<file path="config.mk">
export PLATFORM = sky130hd
export DESIGN_NAME = mem_port_arbiter
export DESIGN_NICKNAME = d
export VERILOG_FILES = /design/src/rtl/arb_pkg.sv /design/src/rtl/mem_lat_counter.sv /design/src/rtl/mem_port_arbiter.sv
export SDC_FILE = /design/constraint.sdc
export NUM_CORES = 1
export LEC_CHECK = 0
export BUFFER_PORTS_ARGS = -buffer_cell sky130_fd_sc_hd__buf_2
export CAP_MARGIN = 10
export CORE_AREA = 5 5 188 190
export DETAILED_ROUTE_END_ITERATION = 6
export DIE_AREA = 0 0 193 195
export SYNTH_ARGS = -nofsm -noshare
export SYNTH_HDL_FRONTEND = slang
export SYNTH_SLANG_ARGS = --single-unit
</file>
<file path="constraint.sdc">
create_clock -name clk -period 4.6 [get_ports clk]
set_input_delay 0 -clock clk [delete_from_list [all_inputs] [get_ports clk]]
set_output_delay 0 -clock clk [all_outputs]
set_load 0.005 [all_outputs]
</file>
<file path="src/rtl/arb_pkg.sv">
// Shared definitions for the IF/D memory port arbiter: FSM states, owner ids,
// latency-counter sizing.
package arb_pkg;

   typedef enum logic [1:0] {
      IDLE = 2'd0,
      BUSY = 2'd1,
      DONE = 2'd2
   } arb_state_e;

   localparam logic OWN_IF = 1'b0;
   localparam logic OWN_D  = 1'b1;

   localparam int DEF_MEM_LAT = 2;
   localparam int LAT_W       = $clog2(DEF_MEM_LAT + 1);

   // Counter width for an arbitrary latency; must hold the value MEM_LAT.
   function automatic int lat_w(input int mem_lat);
      return $clog2(mem_lat + 1);
   endfunction

endpackage

</file>
<file path="src/rtl/mem_lat_counter.sv">
// Load/enable up-counter with a terminal-count flag, used to time the
// fixed-latency memory access.
module mem_lat_counter #(
   parameter int W  = 2,
   parameter int TC = 1
) (
   input  logic clk,
   input  logic reset,
   input  logic load_i,
   input  logic en_i,
   output logic tc_o
);

   logic [W-1:0] cnt_q, cnt_d;

   always_comb begin
      cnt_d = cnt_q;
      if (load_i)    cnt_d = '0;
      else if (en_i) cnt_d = cnt_q + W'(1);
   end

   always_ff @(posedge clk or negedge reset) begin
      if (!reset) cnt_q <= '0;
      else        cnt_q <= cnt_d;
   end

   assign tc_o = (cnt_q == W'(TC));

endmodule

</file>
<file path="src/rtl/mem_port_arbiter.sv">
// Arbitrates one single-port memory between instruction fetch and load/store,
// D-priority with a bounded D streak so a waiting fetch cannot starve.
module mem_port_arbiter
   import arb_pkg::*;
#(
   parameter int ADDR_W      = 64,
   parameter int DATA_W      = 64,
   parameter int MEM_LAT     = 2,
   parameter int MAX_DSTREAK = 4
) (
   input  logic              clk,
   input  logic              reset,
   input  logic              if_req,
   input  logic [ADDR_W-1:0] if_addr,
   output logic              if_ready,
   output logic [31:0]       if_rdata,
   output logic              if_stall,
   input  logic              d_req,
   input  logic              d_we,
   input  logic [ADDR_W-1:0] d_addr,
   input  logic [DATA_W-1:0] d_wdata,
   output logic              d_ready,
   output logic [DATA_W-1:0] d_rdata,
   output logic              d_stall,
   output logic              mem_en,
   output logic              mem_we,
   output logic [ADDR_W-1:0] mem_addr,
   output logic [DATA_W-1:0] mem_wdata,
   input  logic [DATA_W-1:0] mem_rdata
);

   localparam int SW = $clog2(MAX_DSTREAK + 1);
   localparam logic [SW-1:0] STREAK_MAX = SW'(MAX_DSTREAK);

   arb_state_e        state_q;
   logic              owner_q;
   logic              we_q;
   logic [ADDR_W-1:0] addr_q;
   logic [DATA_W-1:0] wdata_q;
   logic [SW-1:0]     streak_q, streak_d;
   logic              mem_en_q, mem_we_q;
   logic              if_ready_q, d_ready_q;
   logic [31:0]       if_rdata_q;
   logic [DATA_W-1:0] d_rdata_q;

   logic any_req, d_wins, grant, lat_tc;

   assign any_req = if_req | d_req;
   assign d_wins  = d_req & ~(if_req & (streak_q == STREAK_MAX));
   assign grant   = (state_q == IDLE) & any_req;

   // Streak counts D grants taken while IF was waiting; only consumed on grant.
   always_comb begin
      streak_d = '0;
      if (d_wins && if_req)
         streak_d = (streak_q == STREAK_MAX) ? streak_q : streak_q + SW'(1);
   end

   mem_lat_counter #(
      .W  (lat_w(MEM_LAT)),
      .TC (MEM_LAT - 1)
   ) u_lat (
      .clk    (clk),
      .reset  (reset),
      .load_i (grant),
      .en_i   (state_q == BUSY),
      .tc_o   (lat_tc)
   );

   always_ff @(posedge clk or negedge reset) begin
      if (!reset) begin
         state_q    <= IDLE;
         owner_q    <= OWN_IF;
         we_q       <= 1'b0;
         addr_q     <= '0;
         wdata_q    <= '0;
         streak_q   <= '0;
         mem_en_q   <= 1'b0;
         mem_we_q   <= 1'b0;
         if_ready_q <= 1'b0;
         if_rdata_q <= '0;
         d_ready_q  <= 1'b0;
         d_rdata_q  <= '0;
      end else begin
         case (state_q)
            IDLE: begin
               if (any_req) begin
                  state_q  <= BUSY;
                  owner_q  <= d_wins ? OWN_D : OWN_IF;
                  addr_q   <= d_wins ? d_addr : if_addr;
                  we_q     <= d_wins & d_we;
                  wdata_q  <= d_wins ? d_wdata : '0;
                  streak_q <= streak_d;
                  mem_en_q <= 1'b1;
                  mem_we_q <= d_wins & d_we;
               end
            end
            BUSY: begin
               if (lat_tc) begin
                  state_q  <= DONE;
                  mem_en_q <= 1'b0;
                  mem_we_q <= 1'b0;
                  if (owner_q == OWN_IF) begin
                     if_ready_q <= 1'b1;
                     if_rdata_q <= mem_rdata[31:0];
                  end else begin
                     d_ready_q <= 1'b1;
                     d_rdata_q <= we_q ? '0 : mem_rdata;
                  end
               end
            end
            DONE: begin
               state_q    <= IDLE;
               if_ready_q <= 1'b0;
               if_rdata_q <= '0;
               d_ready_q  <= 1'b0;
               d_rdata_q  <= '0;
            end
            default: state_q <= IDLE;
         endcase
      end
   end

   assign if_ready  = if_ready_q;
   assign if_rdata  = if_rdata_q;
   assign d_ready   = d_ready_q;
   assign d_rdata   = d_rdata_q;
   assign if_stall  = if_req & ~if_ready_q;
   assign d_stall   = d_req & ~d_ready_q;
   assign mem_en    = mem_en_q;
   assign mem_we    = mem_we_q;
   assign mem_addr  = mem_en_q ? addr_q : '0;
   assign mem_wdata = mem_we_q ? wdata_q : '0;

endmodule

</file>
=== Word-level counts from Yosys, hierarchy flattened ===
Index checks and enable logic that the tools add are counted.

* Flip-flop bits (word level): 237
* Latch bits: 0
* Memory bits (writable): 0
* Memory bits (read-only): 0
* Input port bits: 261
* Memories: 0

* Add/subtract/negate cells: 2
* Multipliers: 0
* Div/mod/pow operators: 0
* Order comparisons: 0
* Equality and inequality tests: 9
* Shifts and indexed selects: 0
* Multiplexer cells: 30
* Bitwise operators: 10
* Reductions and logical operators: 11

{| class="wikitable"
|+ Operators with widths
! kind !! number
|-
| 64-bit 2-to-1 mux || 7
|-
| 64-bit one-hot mux with 2 select lines || 1
|-
| 32-bit 2-to-1 mux || 2
|-
| 32-bit one-hot mux with 2 select lines || 1
|-
| 3-bit AND reduction || 4
|-
| 2-bit != test (second input constant) || 5
|-
| 1-bit 2-to-1 mux || 8
|-
| 2-bit 2-to-1 mux || 4
|-
| 1-bit one-hot mux with 2 select lines || 4
|-
| 1-bit bitwise AND || 6
|-
| 3-bit 2-to-1 mux || 2
|-
| 2-bit nonzero test || 3
|-
| 2-bit by 1-bit == test with 1-bit output (second input constant) || 2
|-
| 2-bit one-hot mux with 2 select lines || 1
|-
| 2-bit AND reduction || 2
|-
| 3-bit by 1-bit adder with 3-bit output (second input constant) || 1
|-
| 3-bit == test (second input constant) || 1
|-
| 1-bit inverter || 3
|-
| 2-bit by 1-bit adder with 2-bit output (second input constant) || 1
|-
| 2-bit == test (second input constant) || 1
|-
| 2-bit logical NOT || 1
|-
| 1-bit logical AND || 1
|-
| 1-bit bitwise OR || 1
|}

=== Logic depth before layout (Yosys ltp) ===
Gate-level depths: netlist of run 1.

* Word-level depth: 7
* Mapped depth: 7

=== By module ===
A second synthesis of run 1 with hierarchy kept.

* Cell total of the unflattened synthesis: 991
* Area, all modules: 10,872.9 um2

{| class="wikitable"
|+ By module, submodules not included
! module !! times used !! cells each !! area each (um2)
|-
| mem_port_arbiter || 1 || 983 || 10,782.8
|-
| mem_lat_counter || 1 || 8 || 90.1
|}

=== Worst setup path after synthesis of run 1 ===
Ideal clock, no wire load.

* Path kind: register to register
* Start: register u_lat.cnt_q[1]
* End: register if_rdata_q[31] (netlist: if_rdata[31])
* Setup time: 119 ps
* Arrival: 1,581 ps
* Data required time: 4,481 ps
* Slack: 2,900 ps
* Cell stages (with the launch flop): 7
* Buffers on the path: 1
* Clock period less this slack: 1,700 ps
* Cell sequence: dfrtp_1 > inv_1 > ha_1 > nor4bb_1 > clkbuf_1 > mux2_2 > and2_1

* Longest elaborated chain between the ends: 3

{| class="wikitable"
|+ Ends and longest elaborated chain
! item !! line !! text
|-
| start, declared || mem_lat_counter.sv:14 || <nowiki>logic [W-1:0] cnt_q, cnt_d;</nowiki>
|-
| start signal, assigned || mem_lat_counter.sv:24 || <nowiki>else cnt_q <= cnt_d;</nowiki>
|-
| 2-bit by 1-bit == test with 1-bit output || mem_lat_counter.sv:27 || <nowiki>assign tc_o = (cnt_q == W'(TC));</nowiki>
|-
| 2-bit != test (no source line) || n/a ||
|-
| 3-bit AND reduction (no source line) || n/a ||
|-
| end signal, assigned || mem_port_arbiter.sv:105 || <nowiki>if_rdata_q <= mem_rdata[31:0];</nowiki>
|-
| end, declared || mem_port_arbiter.sv:43 || <nowiki>logic [31:0] if_rdata_q;</nowiki>
|}

Every way passes these cells.
A chain may end at the register's enable or synchronous reset.

=== Worst setup path in the final report of run 1 ===
* Start: register state_q[1]
* End: register addr_q[26]

* Longest elaborated chain between the ends: 2

{| class="wikitable"
|+ Ends and longest elaborated chain
! item !! line !! text
|-
| start, declared || mem_port_arbiter.sv:35 || <nowiki>arb_state_e state_q;</nowiki>
|-
| start signal, assigned || mem_port_arbiter.sv:72 || <nowiki>state_q <= IDLE;</nowiki>
|-
| start signal, assigned || mem_port_arbiter.sv:88 || <nowiki>state_q <= BUSY;</nowiki>
|-
| start signal, assigned || mem_port_arbiter.sv:100 || <nowiki>state_q <= DONE;</nowiki>
|-
| 2-bit logical NOT || mem_port_arbiter.sv:85 || <nowiki>case (state_q)</nowiki>
|-
| 2-bit AND reduction (no source line) || n/a ||
|-
| end signal, assigned || mem_port_arbiter.sv:90 || <nowiki>addr_q <= d_wins ? d_addr : if_addr;</nowiki>
|-
| end, declared || mem_port_arbiter.sv:38 || <nowiki>logic [ADDR_W-1:0] addr_q;</nowiki>
|}

Every way passes these cells.

==> results of run 1 <==
stage by stage:
stage / setup slack (ps) / total power [mW] / area (um^2)
final: 1468 / 10.40 / 17210
after global placement: 2106 / 7.275 / 13610
after global routing: 1287 / 11.08 / 17210
after detailed placement: 2062 / 7.350 / 13610
after CTS: 1494 / 10.43 / 17210
after floorplan: 2900 / 5.483 / 10900
report_power, final:
part | leakage (nW) | switching, mW | internal (mW)
registers | 2.98 | 0.531 | 3.05
clock network | 0.485 | 0.925 | 1.46
logic | 4.73 | 2.11 | 2.32
cells by family after synthesis:
kind of cell / share of synthesized area
muxes: 0.001033
and+or+nand+nor: 0.1397
buffers and inverters: 0.04708
adders and majority gates: 0.003445
DFF: 0.5443
AOI/OAI and AO/OA: 0.2644
Yosys cell counts, types with 2 or more instances:
cell type | number | share of area
nand2_1 | 71 | 0.024
buf_1 | 8 | 0.0028
dfrtp_1 | 237 | 0.54
o21ai_0 | 228 | 0.10
nand3_1 | 65 | 0.030
and2_1 | 131 | 0.075
a311oi_1 | 64 | 0.051
a21o_1 | 2 | 0.0014
buf_6 | 2 | 0.0021
o22ai_1 | 2 | 0.0011
nand2b_1 | 3 | 0.0017
clkbuf_1 | 106 | 0.037
buf_2 | 8 | 0.0037
a22o_1 | 63 | 0.051
inv_1 | 6 | 0.0021
a2bb2oi_1 | 64 | 0.051
nor2_1 | 5 | 0.0017
ha_1 | 3 | 0.0034
state kept, by name, indices dropped and copies added, names as in the netlist:
name,cells
we_q,1
mem_en,1
streak_q,3
wdata_q,64
addr_q,64
u_lat.cnt_q,2
d_rdata,64
state_q,2
d_ready,1
mem_we,1
if_rdata,32
if_ready,1
owner_q,1
repair_timing:
item,4_1_cts,5_1_grt
hold endpoints to repair,340,0
setup endpoints to repair,0,0
hold buffers,259,0
cell type report:
type,instances,area (um^2),share of cell area
Tap cell,448,560.5,0.03257
Sequential cell,237,5931,0.3446
Clock buffer,40,815.8,0.04740
Timing Repair Buffer,764,5182,0.3011
Antenna cell,1,2.502,0.0001454
Clock inverter,12,183.9,0.01069
Inverter,6,22.52,0.001309
Multi-Input combinational cell,717,4511,0.2621
worst paths after layout:
path                       slack, ps  startpoint           to  cells after the start
max in group asynchronous       3260       reset   addr_q[35]                      3
max                             1470  state_q[1]   addr_q[26]                      5
max reg2reg                     1470  state_q[1]   addr_q[26]                      5
min                               50       reset  d_rdata[35]                      2
min in group clk                  90       d_req  wdata_q[59]                      3
min reg2reg                      500  wdata_q[9]   wdata_q[9]                      2
per-layer routing:
metal / global-route usage / up-vias
met2: 0.3704 / 579
met3: 0.03571 / 137
met4: 0.1010 / 0
li1: - / 5283
met1: 0.2778 / 5678
met5: 0 / -
==> summary.txt, run 1 <==
Timing
  – Slew @ Worst Pin: 1160 ps
  – Final Hold Viols: 0
  – Setup violations, final: 0
  – Slew headroom: 0.2268
  – Hold Slack: 51.07 ps
  – Minimum clock period: 3132 ps
  – FMAX: 319.3 MHz
  – RSZ-0062 raised after global routing: no
  – Total Neg Setup Slack: 0 ps
  – Skew final: 17.91 ps
  – Fin crit share: 0.6808
  – Slew Viols, Final: 0

Power and ir drop
  – Pwr dens: 604.5 nW/um^2
  – Maximum vdd drop: 0.3591 mV
  – P_leak: 8.197 nW

Placed design
  – Placed Cells: 1913
  – RD Place Congestion: 0.8630
  – Port Buffers: 490
  – HPWL reported at the end of detailed placement: 27200 um

Yosys
  – Yosys reg bits: 237
  – Ys async rst share: 1.000
  – Synthesized area per cell: 10.05 um^2
  – Post-synth top flop: dfrtp_1
  – Mapped Cells: 1084
  – Synthesis Warnings: 0
  – Syn_nets: approximately 1300
  – Unique cell type count in the Yosys netlist: 34
  – Netlist Area Pre-Place: 10900 um^2
  – Register area share after synthesis: 0.5443
  – Post-synth EDFFs: 0

Setup path
  – Crit start category: flip-flop
  – Critical path data required time: 5080 ps
  – Worst setup EP type: flip-flop
  – Worst path cell trace: or2_4, nor2_4, buf_4, a2bb2oi_1, dlygate4sd3_1
  – CP top delay family: simple AND/OR/NAND/NOR gates
  – Worst-path fanout max: 42
  – CP Class: flip-flop to flip-flop
  – CP arrival: 3610 ps
  – WP buf/inv: 2
  – Slowest cell on crit path: nor2_4
  – Crit path largest cell delay: 860 ps

Global route
  – GRT Util Overall: 0.2203
  – Largest net degree at the start of global routing: 127
  – Antenna violations before repair: 1
  – Grt total ovfl: 0
  – Number of global-route vias before repair: 12290
  – Global-route wire length before repair: 67820 um

Clock network
  – Root buf cell: clkbuf_16
  – CTS resizes: 0
  – CTS Sinks: 237
  – Post-CTS setup buffers: 0
  – H-tree Lvls: 1
  – Clk_lat worst skew: 550 ps
  – CTS Buf Count: 28
  – Reg clk slew, reported paths: 60 ps
  – Longest Clk Path Bufs: 3
  – CTS tree: built

Routing
  – Antenna Nets Post-Route: 0
  – Drt wl/cell: between 15 and 20 um
  – DRC: 0
  – Routed WL: 43920 um
  – First-pass DRT Iterations: 5
  – Via count: 11680
  – Number of DRC markers in iteration 0: 817
  – Drt via density: 5.248
  – M1 wire length: 17200 um
  – Highest Signal Layer: met4
  – Met3 wire len: 3171 um
  – Wire length on met2: 21420 um

Final layout
  – Commonest non-fill, non-tap cell in the layout: buf_2
  – Fillers: 3020
  – Area growth, synth to finish: 57.93%
  – Commonest non-fill, non-tap cells in the layout: buf_2 (488), dlygate4sd3_1 (259), dfrtp_1 (237)
  – Final core area utilization: 0.5171
  – Fin nets: 2018
  – Fin cells: 2225
  – Share of post-route cells with drive strength above 1: 0.3181

Floorplanning
  – DIE HEIGHT: between 150 and 200 um
  – Die X: 193 um
  – Die area: 37640 um^2
  – Core Box Area: 33280 um^2
  – Initial Util: 0.3274
  – Row count: 67
  – I/O pin count: around 490

Run
  – Max-cap violations: 0

Min path
  – Hold Path Class: primary input to asynchronous set/reset pin

Outcome
  – Run status: complete, no violations
(Power assumes the default switching activity.)
==> run 2: changes to the inputs <==
CORE_AREA = 5 5 186 188   (was 5 5 188 190)
DIE_AREA = 0 0 191 193   (was 0 0 193 195)
clock period = 3 ns   (was 4.6 ns; I/O delays follow)
==> run 2 against run 1 <==
Against the previous run:
- maximum frequency rose by 15%
- setup slack got worse by 1200 ps
- sequential power grew 47%
- core utilization up 0.82 points
- first-iteration DRC count down 17%
- largest cell class unchanged
- largest power group unchanged
==> summary.txt, run 2 (synthesized netlist as in run 1, its figures left out) <==
Routing
  – Routed WL: 43030 um (was 43920 um)
  – Via count: 11630 (was 11680)
  – DRC: 0 (unchanged)
  – Drt via density: 5.192 (was 5.248)
  – Drt wl/cell: 19.21 um (was 19.74 um)
  – Antenna Nets Post-Route: 0 (unchanged)
  – Number of DRC markers in iteration 0: 681 (was 817)
  – First-pass DRT Iterations: 5 (unchanged)

Placed design
  – Post-Place Setup Slack: 797.7 ps (was 2062 ps)
  – HPWL reported at the end of detailed placement: 26750 um (was 27200 um)
  – RD Place Congestion: 0.8273 (was 0.8630)
  – Placed Area: 13750 um^2 (was 13610 um^2)
  – Port Buffers: 490 (unchanged)
  – Placed Cells: 1923 (was 1913)

Global route
  – Grt total ovfl: 0 (unchanged)
  – Global-route wire length before repair: 66330 um (was 67820 um)
  – Largest net degree at the start of global routing: 96 (was 127)
  – Antenna violations before repair: 5 (was 1)
  – GRT Util Overall: 0.2199 (was 0.2203)
  – Number of global-route vias before repair: 12020 (was 12290)

Setup path
  – Critical path data required time: 3410 ps (was 5080 ps)
  – CP top delay family: buffers and inverters (was simple AND/OR/NAND/NOR gates)
  – WP buf/inv: 3 (was 2)
  – CP arrival: 3130 ps (was 3610 ps)
  – Worst-path fanout max: 61 (was 42)
  – Worst R2R Path Depth: 7 (was 5)
  – Worst setup EP type: flip-flop (unchanged)
  – Crit path largest cell delay: 560 ps (was 860 ps)
  – Total number of cells along the worst setup path: 7 (was 5)
  – Worst path cell trace: inv_1, ha_1, nand3_4, buf_12, a311oi_1, a2bb2oi_1, dlygate4sd3_1 (was or2_4, nor2_4, buf_4, a2bb2oi_1, dlygate4sd3_1)
  – Worst r2r src: streak_q[1] (was state_q[1])
  – Crit start category: flip-flop (unchanged)
  – Worst R2R End: addr_q[12] (was addr_q[26])
  – R2R Setup Slk: 280 ps (was 1470 ps)
  – CP Class: flip-flop to flip-flop (unchanged)
  – Slowest cell on crit path: dlygate4sd3_1 (was nor2_4)

Min path
  – Hold Crit Depth: 4
  – Hold EP: streak_q[0]
  – Hold wc startpoint: d_req
  – Hold Path Class: primary input to flip-flop (was primary input to asynchronous set/reset pin)

Clock network
  – CTS resizes: 0 (unchanged)
  – CTS Buf Count: 27 (was 28)
  – H-tree Lvls: 1 (unchanged)
  – CTS tree: built (unchanged)
  – Reg clk slew, reported paths: 60 ps (about the same)
  – CTS Sinks: 237 (unchanged)
  – Root buf cell: clkbuf_16 (unchanged)
  – Clk_lat worst skew: 530 ps (was 550 ps)
  – Longest Clk Path Bufs: 3 (unchanged)

Outcome
  – Run status: complete, no violations (unchanged)

Power and ir drop
  – P_leak: 8.233 nW (was 8.197 nW)
  – Pwr dens: 883.2 nW/um^2 (was 604.5 nW/um^2)
  – PnR Total Power: 15.28 mW (was 10.40 mW)
  – Maximum vdd drop: 0.4139 mV (was 0.3591 mV)

Final layout
  – Multi-input gate area: 4511 um^2 (unchanged)
  – Fin cells: 2240 (was 2225)
  – Commonest non-fill, non-tap cell in the layout: buf_2 (unchanged)
  – Sequential Area: 5931 um^2 (unchanged)
  – Fin nets: 2033 (was 2018)
  – Fillers: 2944 (was 3020)
  – Commonest non-fill, non-tap cells in the layout: buf_2 (488), dlygate4sd3_1 (265), dfrtp_1 (237) (was buf_2 (488), dlygate4sd3_1 (259), dfrtp_1 (237))
  – Share of post-route cells with drive strength above 1: 0.3175 (was 0.3181)
  – Final instance area: 17310 um^2 (was 17210 um^2)
  – Area growth, synth to finish: 58.81% (was 57.93%)
  – Final core area utilization: 0.5253 (was 0.5171)

Timing
  – Final worst-path setup slack: 279.7 ps (was 1468 ps)
  – Final Hold Viols: 0 (unchanged)
  – Slew @ Worst Pin: 901.8 ps (was 1160 ps)
  – Slew headroom: 0.3988 (was 0.2268)
  – Slew Viols, Final: 0 (unchanged)
  – FMAX: 367.6 MHz (was 319.3 MHz)
  – Total Neg Setup Slack: 0 ps (unchanged)
  – Minimum clock period: 2720 ps (was 3132 ps)
  – Setup violations, final: 0 (unchanged)
  – RSZ-0062 raised after global routing: no (unchanged)
  – Fin crit share: 0.9068 (was 0.6808)
  – Skew final: 10.46 ps (was 17.91 ps)
  – Hold Slack: 67.03 ps (was 51.07 ps)

Floorplanning
  – Core Box Area: 32950 um^2 (was 33280 um^2)
  – Initial Util: 0.3308 (was 0.3274)
  – Row count: 67 (unchanged)
  – DIE HEIGHT: 193 um (was 195 um)
  – Die X: 191 um (was 193 um)
  – Die area: 36860 um^2 (was 37640 um^2)
  – I/O pin count: 491 (unchanged)

Run
  – Max-cap violations: 0 (unchanged)
==> run 2: changes by cell type in the layout (fill, tap and decap cells not counted), sizes merged <==
cell         previous run  this run
clkinv                  6         5
clkbuf                 40        35
dlygate4sd3           259       265
buf                   505       515
diode                   1         6
==> run 2: what timing repair did <==
action                                  CTS  global route
hold buffers                            265             0
endpoints found under the setup margin    0             0
endpoints found under the hold margin   320             0
setup buffers                             0             0
==> run 2: where the power goes <==
part           total, mW  internal [mW]  leakage [nW]  switching, mW
sequential          5.26           4.56          2.98          0.700
clock               3.38           2.04         0.431           1.34
combinational       6.65           3.47          4.82           3.18
==> run 2: final cells by class <==
type,count,share of cell area
Inverter,6,0.001301
Multi-Input combinational cell,717,0.2606
Sequential cell,237,0.3427
Tap cell,448,0.03239
Clock buffer,35,0.04193
Timing Repair Buffer,780,0.3109
Antenna cell,6,0.0008676
Clock inverter,11,0.009255
==> run 2: metal layers <==
layer / up-vias / routed length (um) / track usage / part of all wire
li1: 5321 / - / - / -
met5: - / 0 / 0 / 0
met2: 531 / 21100 / 0.3697 / 0.49
met1: 5664 / 17350 / 0.2859 / 0.40
met3: 115 / 2794 / 0.03853 / 0.065
met4: 0 / 1783 / 0.08343 / 0.041
==> run 2: how the worst max path moves through the flow <==
| stage | from | to | slack [ps] |
|---|---|---|---|
| 2_1_floorplan | u_lat.cnt_q[1] | if_rdata[31] | 1300 |
| 3_5_place_dp | u_lat.cnt_q[0] | d_rdata[37] | 800 |
| 3_3_place_gp | u_lat.cnt_q[0] | d_rdata[54] | 840 |
| 5_1_grt | streak_q[0] | addr_q[2] | 150 |
| 6_report | streak_q[1] | addr_q[12] | 280 |
| 4_1_cts | streak_q[0] | addr_q[17] | 270 |
==> run 2: worst reg2reg max path: stages, from the launching register on <==
cell	delay, ps
dfrtp_1	380
inv_1	90
ha_1	230
nand3_4	440
buf_12	410
a311oi_1	390
a2bb2oi_1	100
dlygate4sd3_1	560
